<file path="src/rtl/alu_wb_pkg.sv">
// Shared ALU/writeback definitions: sequencer state encoding, ALU op codes and fixed register addresses.
package alu_wb_pkg;

    typedef enum logic [1:0] {
        IDLE  = 2'd0,
        WR_LO = 2'd1,
        WR_HI = 2'd2
    } wb_state_t;

    localparam logic [2:0] OP_ADD = 3'd0;
    localparam logic [2:0] OP_SUB = 3'd1;
    localparam logic [2:0] OP_MUL = 3'd2;
    localparam logic [2:0] OP_LSL = 3'd3;
    localparam logic [2:0] OP_LSR = 3'd4;
    localparam logic [2:0] OP_AND = 3'd5;
    localparam logic [2:0] OP_OR  = 3'd6;
    localparam logic [2:0] OP_XOR = 3'd7;

    localparam logic [4:0] R0_ADDR  = 5'd0;
    localparam int         RESULT_W = 16;
    localparam int         BYTE_W   = 8;

    function automatic logic [BYTE_W-1:0] sel_byte(input logic [RESULT_W-1:0] q, input logic hi);
        return hi ? q[RESULT_W-1:BYTE_W] : q[BYTE_W-1:0];
    endfunction

endpackage

</file>
<file path="src/rtl/alu_writeback_if.sv">
// Request bus from the decoder/ALU plus the register-file write port of the writeback sequencer.
interface alu_writeback_if #(
    parameter int REG_ADDR_W = 5
);
    logic                  start;
    logic                  ready;
    logic [2:0]            op;
    logic                  wide;
    logic                  no_write;
    logic [REG_ADDR_W-1:0] dest;
    logic [15:0]           result;
    logic                  rf_we;
    logic [REG_ADDR_W-1:0] rf_addr;
    logic [7:0]            rf_data;
    logic                  done;
    logic                  busy;

    modport master (
        output start, op, wide, no_write, dest, result,
        input  ready, rf_we, rf_addr, rf_data, done, busy
    );

    modport slave (
        input  start, op, wide, no_write, dest, result,
        output ready, rf_we, rf_addr, rf_data, done, busy
    );
endinterface

</file>
<file path="src/rtl/d_flip_flop_multi_bit_en.sv">
// Multi-bit register with load enable and synchronous active-high clear (clear wins over enable).
module d_flip_flop_multi_bit_en #(
    parameter int WIDTH = 1
) (
    input  logic             clk,
    input  logic             reset,
    input  logic             en,
    input  logic [WIDTH-1:0] d,
    output logic [WIDTH-1:0] q
);
    logic [WIDTH-1:0] q_d;
    logic [WIDTH-1:0] q_q;

    always_comb begin
        q_d = q_q;
        if (en) begin
            q_d = d;
        end
    end

    always_ff @(posedge clk) begin
        if (reset) begin
            q_q <= '0;
        end else begin
            q_q <= q_d;
        end
    end

    assign q = q_q;
endmodule

</file>
<file path="src/rtl/alu_writeback.sv">
// Writes a captured ALU result into the 8-bit register file: low byte one cycle after accept, high byte the next for wide/MUL.
// ready drops only in the low-byte cycle of a wide request; a new request is taken in the final write cycle with no bubble.
module alu_writeback
    import alu_wb_pkg::*;
#(
    parameter int         REG_ADDR_W = 5,
    parameter logic [2:0] MUL_OP     = 3'b010
) (
    input  logic          clk,
    input  logic          reset,
    alu_writeback_if.slave bus
);
    localparam int CAP_W = RESULT_W + REG_ADDR_W + 1;

    wb_state_t             state_q, state_d;
    logic                  done_nw_q, done_nw_d;

    logic                  is_mul;
    logic                  eff_wide;
    logic [REG_ADDR_W-1:0] eff_addr;
    logic                  ready_int;
    logic                  accept;
    logic                  accept_wr;

    logic [CAP_W-1:0]      cap_d;
    logic [CAP_W-1:0]      cap_q;
    logic [RESULT_W-1:0]   cap_result;
    logic [REG_ADDR_W-1:0] cap_addr;
    logic                  cap_wide;

    logic                  rf_we_int;
    logic [REG_ADDR_W-1:0] rf_addr_int;
    logic [BYTE_W-1:0]     rf_data_int;
    logic                  done_int;

    assign is_mul   = (bus.op == MUL_OP);
    assign eff_addr = is_mul ? REG_ADDR_W'(R0_ADDR) : bus.dest;
    assign eff_wide = bus.wide | is_mul;

    // ready depends only on registered state, so accept never loops back through the decode below.
    assign ready_int = (state_q == IDLE) | ((state_q == WR_LO) & ~cap_wide) | (state_q == WR_HI);
    assign accept    = bus.start & ready_int;
    assign accept_wr = accept & ~bus.no_write;

    assign cap_d = {bus.result, eff_addr, eff_wide};
    assign {cap_result, cap_addr, cap_wide} = cap_q;

    d_flip_flop_multi_bit_en #(
        .WIDTH (CAP_W)
    ) u_capture (
        .clk   (clk),
        .reset (reset),
        .en    (accept),
        .d     (cap_d),
        .q     (cap_q)
    );

    assign done_nw_d = accept & bus.no_write;

    always_comb begin
        state_d     = state_q;
        rf_we_int   = 1'b0;
        rf_addr_int = '0;
        rf_data_int = '0;
        done_int    = done_nw_q;

        case (state_q)
            IDLE: begin
                if (accept_wr) begin
                    state_d = WR_LO;
                end
            end
            WR_LO: begin
                rf_we_int   = 1'b1;
                rf_addr_int = cap_addr;
                rf_data_int = sel_byte(cap_result, 1'b0);
                if (cap_wide) begin
                    state_d = WR_HI;
                end else begin
                    done_int = 1'b1;
                    state_d  = accept_wr ? WR_LO : IDLE;
                end
            end
            WR_HI: begin
                rf_we_int   = 1'b1;
                rf_addr_int = cap_addr + REG_ADDR_W'(1);
                rf_data_int = sel_byte(cap_result, 1'b1);
                done_int    = 1'b1;
                state_d     = accept_wr ? WR_LO : IDLE;
            end
            default: begin
                state_d = IDLE;
            end
        endcase
    end

    always_ff @(posedge clk) begin
        if (reset) begin
            state_q   <= IDLE;
            done_nw_q <= 1'b0;
        end else begin
            state_q   <= state_d;
            done_nw_q <= done_nw_d;
        end
    end

    assign bus.ready   = ready_int;
    assign bus.rf_we   = rf_we_int;
    assign bus.rf_addr = rf_addr_int;
    assign bus.rf_data = rf_data_int;
    assign bus.done    = done_int;
    assign bus.busy    = (state_q != IDLE);
endmodule

</file>
<file path="src/flat_wrapper.sv">
// flat-port wrapper written by rule: the top's interface ports become plain ports
module alu_writeback_flat import alu_wb_pkg::*;
#(
    parameter int         REG_ADDR_W = 5,
    parameter logic [2:0] MUL_OP     = 3'b010
)
  (clk, reset, bus_start, bus_op, bus_wide, bus_no_write, bus_dest, bus_result, bus_ready, bus_rf_we, bus_rf_addr, bus_rf_data, bus_done, bus_busy);
  alu_writeback_if #(.REG_ADDR_W(REG_ADDR_W)) bus_i ();
  input  logic clk;
  input  logic reset;
  input wire logic [$bits(bus_i.start)-1:0] bus_start;
  input wire logic [$bits(bus_i.op)-1:0] bus_op;
  input wire logic [$bits(bus_i.wide)-1:0] bus_wide;
  input wire logic [$bits(bus_i.no_write)-1:0] bus_no_write;
  input wire logic [$bits(bus_i.dest)-1:0] bus_dest;
  input wire logic [$bits(bus_i.result)-1:0] bus_result;
  output wire logic [$bits(bus_i.ready)-1:0] bus_ready;
  output wire logic [$bits(bus_i.rf_we)-1:0] bus_rf_we;
  output wire logic [$bits(bus_i.rf_addr)-1:0] bus_rf_addr;
  output wire logic [$bits(bus_i.rf_data)-1:0] bus_rf_data;
  output wire logic [$bits(bus_i.done)-1:0] bus_done;
  output wire logic [$bits(bus_i.busy)-1:0] bus_busy;
  assign bus_i.start = bus_start;
  assign bus_i.op = bus_op;
  assign bus_i.wide = bus_wide;
  assign bus_i.no_write = bus_no_write;
  assign bus_i.dest = bus_dest;
  assign bus_i.result = bus_result;
  assign bus_ready = bus_i.ready;
  assign bus_rf_we = bus_i.rf_we;
  assign bus_rf_addr = bus_i.rf_addr;
  assign bus_rf_data = bus_i.rf_data;
  assign bus_done = bus_i.done;
  assign bus_busy = bus_i.busy;
  alu_writeback #(.REG_ADDR_W(REG_ADDR_W), .MUL_OP(MUL_OP)) u_core (.clk(clk), .reset(reset), .bus(bus_i));
endmodule
</file>
<file path="config.mk">
export PLATFORM = sky130hd
export DESIGN_NAME = alu_writeback_flat
export DESIGN_NICKNAME = d
export VERILOG_FILES = /design/src/rtl/alu_wb_pkg.sv /design/src/rtl/alu_writeback_if.sv /design/src/rtl/d_flip_flop_multi_bit_en.sv /design/src/rtl/alu_writeback.sv /design/src/flat_wrapper.sv
export SDC_FILE = /design/constraint.sdc
export NUM_CORES = 1
export LEC_CHECK = 0
export CAP_MARGIN = 20
export CORE_MARGIN = 1.5
export CORE_UTILIZATION = 50
export CTS_BUF_LIST = sky130_fd_sc_hd__clkbuf_8
export CTS_CLUSTER_SIZE = 12
export DETAILED_ROUTE_END_ITERATION = 8
export HOLD_SLACK_MARGIN = 0.03
export PLACE_DENSITY_LB_ADDON = 0.2
export SETUP_SLACK_MARGIN = 0.02
export SLEW_MARGIN = 20
export SYNTH_ARGS = -nofsm -noshare
export SYNTH_HDL_FRONTEND = slang
export SYNTH_HIERARCHICAL = 1
export SYNTH_SLANG_ARGS = --single-unit
</file>
<file path="constraint.sdc">
create_clock -name clk -period 5.11 [get_ports clk]
set_clock_uncertainty 0.05 [all_clocks]
set_input_delay 0.7665 -clock clk [delete_from_list [all_inputs] [get_ports clk]]
set_output_delay 0.7665 -clock clk [all_outputs]
set_load 0.01 [all_outputs]
</file>
# Word level (Yosys, flattened, before mapping)
# Cells that the tools add are included.
# totals
mem_bits_ro	0
elab_cells	30
out_inout_bits	17
memories	0
latchBits	0
ram_bits	0
regBits	25
# op_classes
n_div	0
n_addsub	1
reduce_logical	3
muxes	10
multipliers	0
shift	0
n_lt_le_gt_ge	0
n_eq_ne	4
n_bitwise	9
# op_table
cell	n
8-bit case mux with 2 select lines	1
5-bit case mux with 2 select lines	1
2-bit case mux with 3 select lines	1
5-bit by 1-bit adder with 5-bit output, second input constant	1
5-bit 2-to-1 mux	1
1-bit AND	4
2-bit 2-to-1 mux	2
3-bit by 2-bit equality test with 1-bit output, second input constant	1
1-bit 2-to-1 mux	3
1-bit OR	3
2-bit by 1-bit equality test with 1-bit output, second input constant	1
2-bit equality test, second input constant	1
2-bit zero test	1
2-bit by 1-bit != test with 1-bit output, second input constant	1
1-bit NOT	2
1-bit case mux with 2 select lines	1
2-bit nonzero test	1
2-bit OR reduction	1

# Longest topological paths before layout
# Gate-level depths: netlist of run 1.
# logic_depth
word_depth	9
mapped_depth	9
ltp_nobuf	7

# By module
# Netlist of run 1, hierarchy kept.
# by_module_without_submodules
module	cells_each	n_inst	area_each_um2
d_flip_flop_multi_bit_en	71	1	802.0
alu_writeback	72	1	494.2

# Least setup slack after synthesis of run 1
# No wires, ideal clock.
# synth_path
kind	reg-to-output
startpoint	reg u_core.state_q[0]
endpoint	out bus_rf_addr[3]
path_stages_with_launch	6
t_required_ns	4.293
setup_slack_ns	2.966
path_buffers	0
arrival_ns	1.327
cell_sequence	dfxtp_1 > inv_1 > ha_1 > nand2_1 > or3_1 > nand3_1
# synth_between
elab_chain_cells	2
# synth_rtl
element	line	rtl
start, declared	alu_writeback.sv:15	wb_state_t state_q, state_d;
start signal, assigned	alu_writeback.sv:102	state_q <= state_d;
2-bit equality test / 2-bit by 1-bit equality test with 1-bit output (equally long branches)	alu_writeback.sv:67	case (state_q)
5-bit case mux with 2 select lines (*)	alu_writeback.sv:67	
end, declared	flat_wrapper.sv:19	output wire logic [$bits(bus_i.rf_addr)-1:0] bus_rf_addr;
# Every way passes the cells marked *; elsewhere a longest branch is shown, timed or not.

# Worst setup path in the final report of run 1
# Ends and elaborated chain as after synthesis.

==> results of run 1 <==
metrics by stage:
stage | instances | worst slack (ps) | utilization (%)
after CTS | 215 | 1980 | 72.0
after global routing | 215 | 1850 | 72.0
after global placement | 211 | 2390 | 70.1
final | 215 | 2000 | 72.0
after detailed placement | 211 | 2290 | 70.1
after floorplan | 143 | 2970 | -
worst reg2reg max path: stages (launching register included):
cell and delay [ps]:
sky130_fd_sc_hd__dfxtp_1 350, sky130_fd_sc_hd__inv_1 80, sky130_fd_sc_hd__ha_1 530, sky130_fd_sc_hd__nand2b_1 170
sky130_fd_sc_hd__and2_4 210, sky130_fd_sc_hd__nor2b_2 90, sky130_fd_sc_hd__buf_4 350, sky130_fd_sc_hd__mux2i_1 240
sky130_fd_sc_hd__nor2_1 70
routing by layer:
metal / track usage, % / up-vias / share of wire [%]
met5: 0 / - / 0
met4: 6.41 / 0 / 0.98
met3: 3.61 / 2 / 5.1
met2: 41.7 / 31 / 51
met1: 24.2 / 550 / 43
li1: - / 571 / -
how the worst max path moves through the flow:
stage | endpoint | cells after the start | startpoint | slack [ps]
CTS | bus_rf_addr[3] | 6 | u_core/state_q[0]$_SDFFE_PP0P_ | 1980
global placement | bus_rf_addr[3] | 6 | u_core/state_q[0]$_SDFFE_PP0P_ | 2390
detailed placement | bus_rf_addr[3] | 6 | u_core/state_q[0]$_SDFFE_PP0P_ | 2290
floorplan | bus_rf_addr[3] | 5 | u_core/state_q[0]$_SDFFE_PP0P_ | 2970
finish | bus_rf_addr[3] | 6 | u_core/state_q[0]$_SDFFE_PP0P_ | 2000
global route | bus_rf_addr[3] | 6 | u_core/state_q[0]$_SDFFE_PP0P_ | 1850
sequential cells by signal, summed over array words and instances, names as in the netlist:
| name | cells |
|---|---|
| u_core/done_nw_q | 1 |
| u_core/u_capture/q | 22 |
| u_core/state_q | 2 |
synthesized netlist by cell type, drive strengths merged:
| master | count |
|---|---|
| a211o | 2 |
| a21oi | 3 |
| a22oi | 10 |
| and2 | 1 |
| and2b | 1 |
| buf | 5 |
| clkbuf | 3 |
| dfxtp | 25 |
| ha | 5 |
| inv | 6 |
| mux2i | 22 |
| nand2 | 3 |
| nand2b | 2 |
| nand3 | 7 |
| nand4 | 1 |
| nor2 | 33 |
| nor2b | 5 |
| nor3b | 1 |
| nor4bb | 1 |
| o21ai | 2 |
| o32a | 1 |
| or2 | 1 |
| or3 | 1 |
| xor2 | 2 |
final cells by class:
type / instances / area share [%]
well taps: 30 / 2.12
repair buffers: 46 / 25.9
flip-flops and latches: 25 / 28.3
clock inverters: 1 / 0.212
inverters: 6 / 1.27
multi-input cells: 104 / 39.8
clock buffers: 3 / 2.34
cells by family after synthesis:
| family | Yosys count |
|---|---|
| adder cells (fa/ha/maj) | 5 |
| AO/OA/AOI/OAI | 18 |
| multiplexers | 22 |
| buffers and inverters | 14 |
| AND/OR/NAND/NOR | 57 |
| XOR/XNOR | 2 |
| flip-flops | 25 |
power by group:
group,internal [mW],switching (mW)
combinational,0.0474,0.0354
sequential,0.208,0.00949
clock,0.0536,0.0579
==> Implementation_results.wiki, run 1 <==
{| class="wikitable"
! Metric !! Value
|-
| Power, Total || about 410 uW
|-
| Leakage power total || 0.706 nW
|-
| Wire length of the first global-routing pass || 4570 um
|-
| Buffer cell driving the clock tree root || sky130_fd_sc_hd__clkbuf_8
|-
| Area of the die || 2910 um2
|-
| Crit-path slowest cell || sky130_fd_sc_hd__clkdlybuf4s50_1
|-
| CP max stage delay || 550 ps
|-
| Maximum vdd drop || 169 uV
|-
| Avg Inst Size Synth || 9.06 um2
|-
| CP startpoint kind || flop
|-
| Upper clock frequency limit || 321 MHz
|-
| GP Congestion || about 0.78
|-
| Cell family contributing the most delay on the critical path || buffers and inverters
|-
| Cell taking the most area after synthesis || sky130_fd_sc_hd__dfxtp_1
|-
| Standard cell area after detailed placement || 1720 um2
|-
| Floorplan row count || 18
|-
| Buf+Inv Stages, Crit Path || 2
|-
| Final setup fails || 0
|-
| # diodes || 0
|-
| Longest Clk Path Bufs || 2
|-
| Maximum number of pins on one net before global-route repair || 26
|-
| Initial standard-cell utilization of the core || 52.8%
|-
| Cell depth of the worst flop-to-flop path || 8
|-
| Data required, critical path || 4290 ps
|-
| Overall overflow remaining after global route || 0
|-
| Yosys warns || 6
|-
| Top Ports || 46
|-
| Antenna violations before repair || 0
|-
| Final TNS setup || 0 ps
|-
| Commonest non-fill, non-tap cell in the layout || sky130_fd_sc_hd__clkdlybuf4s50_1
|-
| WHS Path Cells || 2
|-
| R2r setup slk || 2830 ps
|-
| Share of the clock period used by the worst path || 60.9%
|-
| Post-Synth Adder-Cell Area || 4.83%
|-
| Antenna-violating nets left || 0
|-
| Largest fanout on the critical path || 15
|-
| Drt first pass iters || 4
|-
| Clock tree sinks || 25
|-
| Flops & latches, synth || 25
|-
| All-Layer GR Usage || 21.8%
|-
| Multi-input logic area || roughly 700 um2
|-
| Area share of xor/xnor cells in the synthesized design || 1.35%
|-
| Capture endpoint of the worst hold path || u_core/u_capture/q[8]$_SDFFE_PP0P_
|-
| Final worst hold slack || 454 ps
|-
| Chip Width || ~54 um
|-
| Count of input and output buffers || 45
|-
| Cell breakdown of the critical path || inv_1 > ha_1 > nand2_1 > or3_1 > nand3_1 > clkdlybuf4s50_1
|-
| Summed area of non-filler cells in the final layout || between 1500 and 2000 um2
|-
| Filler cell count || 195
|-
| Leading post-synthesis cells by cell area || sky130_fd_sc_hd__dfxtp_1, sky130_fd_sc_hd__mux2i_1, sky130_fd_sc_hd__nor2_1, sky130_fd_sc_hd__a22oi_1, sky130_fd_sc_hd__ha_1
|-
| Fraction of final layout cells sized beyond drive strength 1 || 4.32%
|-
| Arrival time at the worst endpoint || 2290 ps
|-
| Kind of critical path || flop to output pin
|-
| DP Wirelength || 2210 um
|-
| Number of buffers inserted to repair setup after CTS || 0
|-
| Area grow syn2layout || 36.3%
|-
| Total number of vias || 1154
|-
| Number of nets in the layout || 220
|-
| Number of buffers created by CTS || 3
|-
| Clock latency of the later-clocked register in the worst-skew pair || 260 ps
|-
| CTS H-Tree Depth || 1
|-
| Max capacitance violation total || 0
|-
| Hold WC Path Type || flop to flop
|-
| Clock tree from TritonCTS || yes
|-
| Share of the synthesized area in compound gates (AO/OA/AOI/OAI) || 9.85%
|-
| Number of buffers inserted for hold repair after clock tree synthesis || 0
|-
| Reg clk slew, reported paths || 80 ps
|-
| 1st-iter DRT viols || 20
|-
| Seq/Total Area, Yosys || 38.6%
|-
| Transition time of the tightest slew-check pin || about 930 ps
|-
| DRC viols || 0
|-
| Post-detailed-routing wire length || about 3000 um
|-
| Post-CTS Resized || 0
|-
| Hold Path Origin || u_core/u_capture/q[8]$_SDFFE_PP0P_
|-
| Power per unit of standard cell area || roughly 230 nW/um2
|-
| Reg-to-reg endpoint || u_core/u_capture/q[2]$_SDFFE_PP0P_
|-
| Final min period || 3110 ps
|-
| Largest family of logic cells by synthesized area || simple AND/OR/NAND/NOR gates
|-
| Post-synthesis instance area || 1300 um2
|-
| Vias per Instance || 5.37
|-
| Endpoint type of the worst setup path || output pin
|-
| Final slew viol count || 0
|-
| Most frequent cells in the layout || sky130_fd_sc_hd__clkdlybuf4s50_1, sky130_fd_sc_hd__nor2_1, sky130_fd_sc_hd__dfxtp_1, sky130_fd_sc_hd__mux2i_1, sky130_fd_sc_hd__a22oi_1
|-
| Floorplan die height || 53.9 um
|-
| Via count of the first global-routing pass || 1046
|-
| Synthesized netlist net count || 177
|-
| Launching point of the worst reg2reg path || u_core/state_q[1]$_SDFFE_PP0P_
|-
| Count of mapped cells out of synthesis || 143
|-
| Area fraction in and, or, nand and nor cells after synthesis || between 20% and 30%
|-
| Combined flip-flop and latch cell area || between 500 and 600 um2
|-
| Worst rel slew slack || 38.1%
|-
| Run status || completed
|-
| Routed wire length per instance || 13.8 um
|-
| Count of cell types in the netlist || 26
|-
| Fraction of synthesized area in multiplexers || ~17%
|-
| Final hold violations || 0
|-
| Setup repair after global routing missed its margin || false
|-
| Area inside the core boundary || 2450 um2
|-
| Post-synth top area share || 38.6%
|}
Note: power is estimated with default switching activity, not from simulation.
==> inputs of run 2 (changes only) <==
- CORE_UTILIZATION: 50 -> 46
- clock period: 5.11 -> 2.9 ns (I/O delays scaled with it)
==> run 2 against run 1 <==
Design area up 0.43%. Setup slack worse by 1800 ps. Cell count up 0.47%. Via count about the same. Utilization down 6.5 points. Sequential power up 76%. Total power up 79%. Global-route usage down 2.1 points. First-iteration DRC count up 50%. Non-clock buffer count unchanged.
==> Implementation_results.wiki, run 2 (same netlist as run 1, synthesis figures left out) <==
{| class="wikitable"
! Metric !! Value
|-
| Largest fanout on the critical path || 12 (-3)
|-
| Hold Path Origin || u_core/u_capture/q[18]$_SDFFE_PP0P_
|-
| Via count of the first global-routing pass || 1186 (+13%)
|-
| Count of input and output buffers || 45 (unchanged)
|-
| Flip-flop count of the largest register after layout || 22 (unchanged)
|-
| Critical path's most frequent cell || sky130_fd_sc_hd__inv_1
|-
| Antenna-violating nets left || 0 (unchanged)
|-
| Floorplan row count || 19 (+1)
|-
| Power per unit of standard cell area || 415 nW/um2 (+78%)
|-
| Number of buffers created by CTS || 3 (unchanged)
|-
| 1st-iter DRT viols || 30 (+50%)
|-
| DRC viols || 0 (unchanged)
|-
| GP Congestion || 0.761 (-2.9%)
|-
| Share of power burned in registers || 52.0% (-0.8 points)
|-
| Uppermost metal layer occupied by signal nets || met4
|-
| Standard cell area after detailed placement || 1720 um2 (about the same)
|-
| Kind of critical path || flop to output pin
|-
| Worst Setup Slack post-DPL || 401 ps (-1890 ps)
|-
| Net switching component of the power || 189 uW (+84%)
|-
| Clock power share || 28.1% (+1.0 points)
|-
| Fraction of final layout cells sized beyond drive strength 1 || 5.41% (+1.1 points)
|-
| All-Layer GR Usage || 19.7% (-2.1 points)
|-
| Upper clock frequency limit || 366 MHz
|-
| CP max stage delay || 540 ps (about the same)
|-
| Data required, critical path || 2410 ps (-1880 ps)
|-
| Wire length of the first global-routing pass || 4980 um (+8.9%)
|-
| Crit-path slowest cell || sky130_fd_sc_hd__clkdlybuf4s50_1
|-
| Final WS setup || 165 ps (-1830 ps)
|-
| Hold WC Path Type || flop to flop
|-
| Overall overflow remaining after global route || 0 (unchanged)
|-
| Transition time of the tightest slew-check pin || 948 ps (+22.0 ps)
|-
| Final hold violations || 0 (unchanged)
|-
| Commonest non-fill, non-tap cell in the layout || sky130_fd_sc_hd__clkdlybuf4s50_1
|-
| Final slew viol count || 0 (unchanged)
|-
| Area inside the core boundary || 2710 um2 (+10%)
|-
| Post-detailed-routing wire length || 3000 um (+0.81%)
|-
| Leakage power total || 0.699 nW (-0.94%)
|-
| Number of buffers inserted to repair setup after CTS || 0 (unchanged)
|-
| Arrival time at the worst endpoint || 2250 ps (-40 ps)
|-
| Clock tree sinks || 25 (unchanged)
|-
| Routed wire length per instance || 13.9 um (+0.34%)
|-
| Drt first pass iters || 4 (unchanged)
|-
| Share of the clock period used by the worst path || a little over nine tenths
|-
| Detailed-route wire length on metal 1 || 1340 um (+4.7%)
|-
| Total number of vias || 1155 (+0.087%)
|-
| Max capacitance violation total || 0 (unchanged)
|-
| Antenna violations before repair || 0 (unchanged)
|-
| Reg clk slew, reported paths || 90 ps (about the same)
|-
| Post-CTS Resized || 0 (unchanged)
|-
| Gate power share || 20.0% (about the same)
|-
| Endpoint type of the worst setup path || output pin
|-
| Vias per Instance || 5.35 (-0.38%)
|-
| Area of the die || 3150 um2 (+8.2%)
|-
| Clock tree from TritonCTS || yes
|-
| Buf+Inv Stages, Crit Path || 3 (+1)
|-
| Floorplan die height || 56.1 um (+4.0%)
|-
| CTS H-Tree Depth || 1 (unchanged)
|-
| Final setup fails || 0 (unchanged)
|-
| Number of buffers inserted for hold repair after clock tree synthesis || 0 (unchanged)
|-
| Number of nets in the layout || 220 (unchanged)
|-
| Routed length on met2 || 1490 um (-1.7%)
|-
| Switching Share || 25.7% (+0.75 points)
|-
| Final min period || 2730 ps
|-
| Maximum number of pins on one net before global-route repair || 26 (unchanged)
|-
| Maximum vdd drop || 339 uV (+100%)
|-
| CP startpoint kind || flop
|-
| Setup repair after global routing missed its margin || false
|-
| Initial standard-cell utilization of the core || 47.8% (-5.0 points)
|-
| Cell internal power dissipation || 547 uW (+77%)
|-
| Run status || completed
|-
| DP Wirelength || 2210 um (unchanged)
|-
| Worst rel slew slack || 36.6% (-1.5 points)
|-
| Met3 layer wire length in the routed design || 156 um (+3.3%)
|-
| Clock latency of the later-clocked register in the worst-skew pair || 260 ps (about the same)
|-
| # diodes || 0 (unchanged)
|-
| CP startpoint || u_core/state_q[0]$_SDFFE_PP0P_
|-
| Buffer cell driving the clock tree root || sky130_fd_sc_hd__clkbuf_8
|-
| Final worst hold slack || 461 ps (+6.47 ps)
|-
| Cell breakdown of the critical path || inv_1 > ha_1 > inv_1 > a21oi_1 > o32a_1 > clkdlybuf4s50_1
|-
| Summed area of non-filler cells in the final layout || 1770 um2 (+0.43%)
|-
| Launching point of the worst reg2reg path || u_core/state_q[1]$_SDFFE_PP0P_
|-
| Most frequent cells in the layout || sky130_fd_sc_hd__clkdlybuf4s50_1, sky130_fd_sc_hd__nor2_1, sky130_fd_sc_hd__dfxtp_1, sky130_fd_sc_hd__mux2i_1, sky130_fd_sc_hd__a22oi_1
|-
| Cell family contributing the most delay on the critical path || buffers and inverters
|-
| Longest Clk Path Bufs || 2 (unchanged)
|-
| Top Ports || 46 (unchanged)
|-
| Area grow syn2layout || 36.9%
|-
| Final TNS setup || 0 ps (unchanged)
|-
| Chip Width || 56.1 um (+4.0%)
|}
-- run 2: cell types whose count changed in the layout (fill, tap and decap cells not counted), sizes merged --
| cell | previous run | this run |
|---|---|---|
| inv | 7 | 6 |
| clkinvlp | 0 | 1 |
-- run 2: final cells by class --
cell class	instances	area, um2
fill	253	936
inverter	6	22.5
multi-input combinational	104	706
clock inverter	1	7.51
timing repair buffer	46	458
tap	31	38.8
clock buffer	3	41.3
sequential	25	500
-- run 2: metal layers --
layer,GRT usage (%),vias up
met5,0,-
met4,6.46,0
met3,3.95,2
met2,35.8,32
met1,22.8,547
li1,-,574
-- run 2: worst min-delay path, stage by stage (launching register included) --
cell and delay [ps]:
sky130_fd_sc_hd__dfxtp_1 340, sky130_fd_sc_hd__mux2i_1 70, sky130_fd_sc_hd__nor2_1 80
-- run 2: power by group through the flow --
| stage | Clock (mW) | Combinational [mW] | Sequential [mW] |
|---|---|---|---|
| 2_1_floorplan | 0 | 0.0942 | 0.385 |
| 3_3_place_gp | 0 | 0.141 | 0.389 |
| 3_5_place_dp | 0 | 0.146 | 0.390 |
| 4_1_cts | 0.213 | 0.147 | 0.382 |
| 5_1_grt | 0.230 | 0.160 | 0.385 |
| 6_report | 0.207 | 0.147 | 0.383 |
-- run 2: worst paths after layout --
path | endpoint | slack (ps) | depth (start not counted)
setup / recovery | bus_done | 170 | 6
hold reg to reg | u_core/u_capture/q[18]$_SDFFE_PP0P_ | 460 | 2
setup reg to reg | u_core/u_capture/q[10]$_SDFFE_PP0P_ | 610 | 8
hold / removal | u_core/u_capture/q[18]$_SDFFE_PP0P_ | 460 | 2
-- run 2: per-stage QoR --
step                power, mW  util, %  std cells
global route            0.775     65.5        216
CTS                     0.743     65.4        216
floorplan               0.479        -        143
finish                  0.736     65.5        216
global placement        0.531     63.6        212
detailed placement      0.537     63.6        212
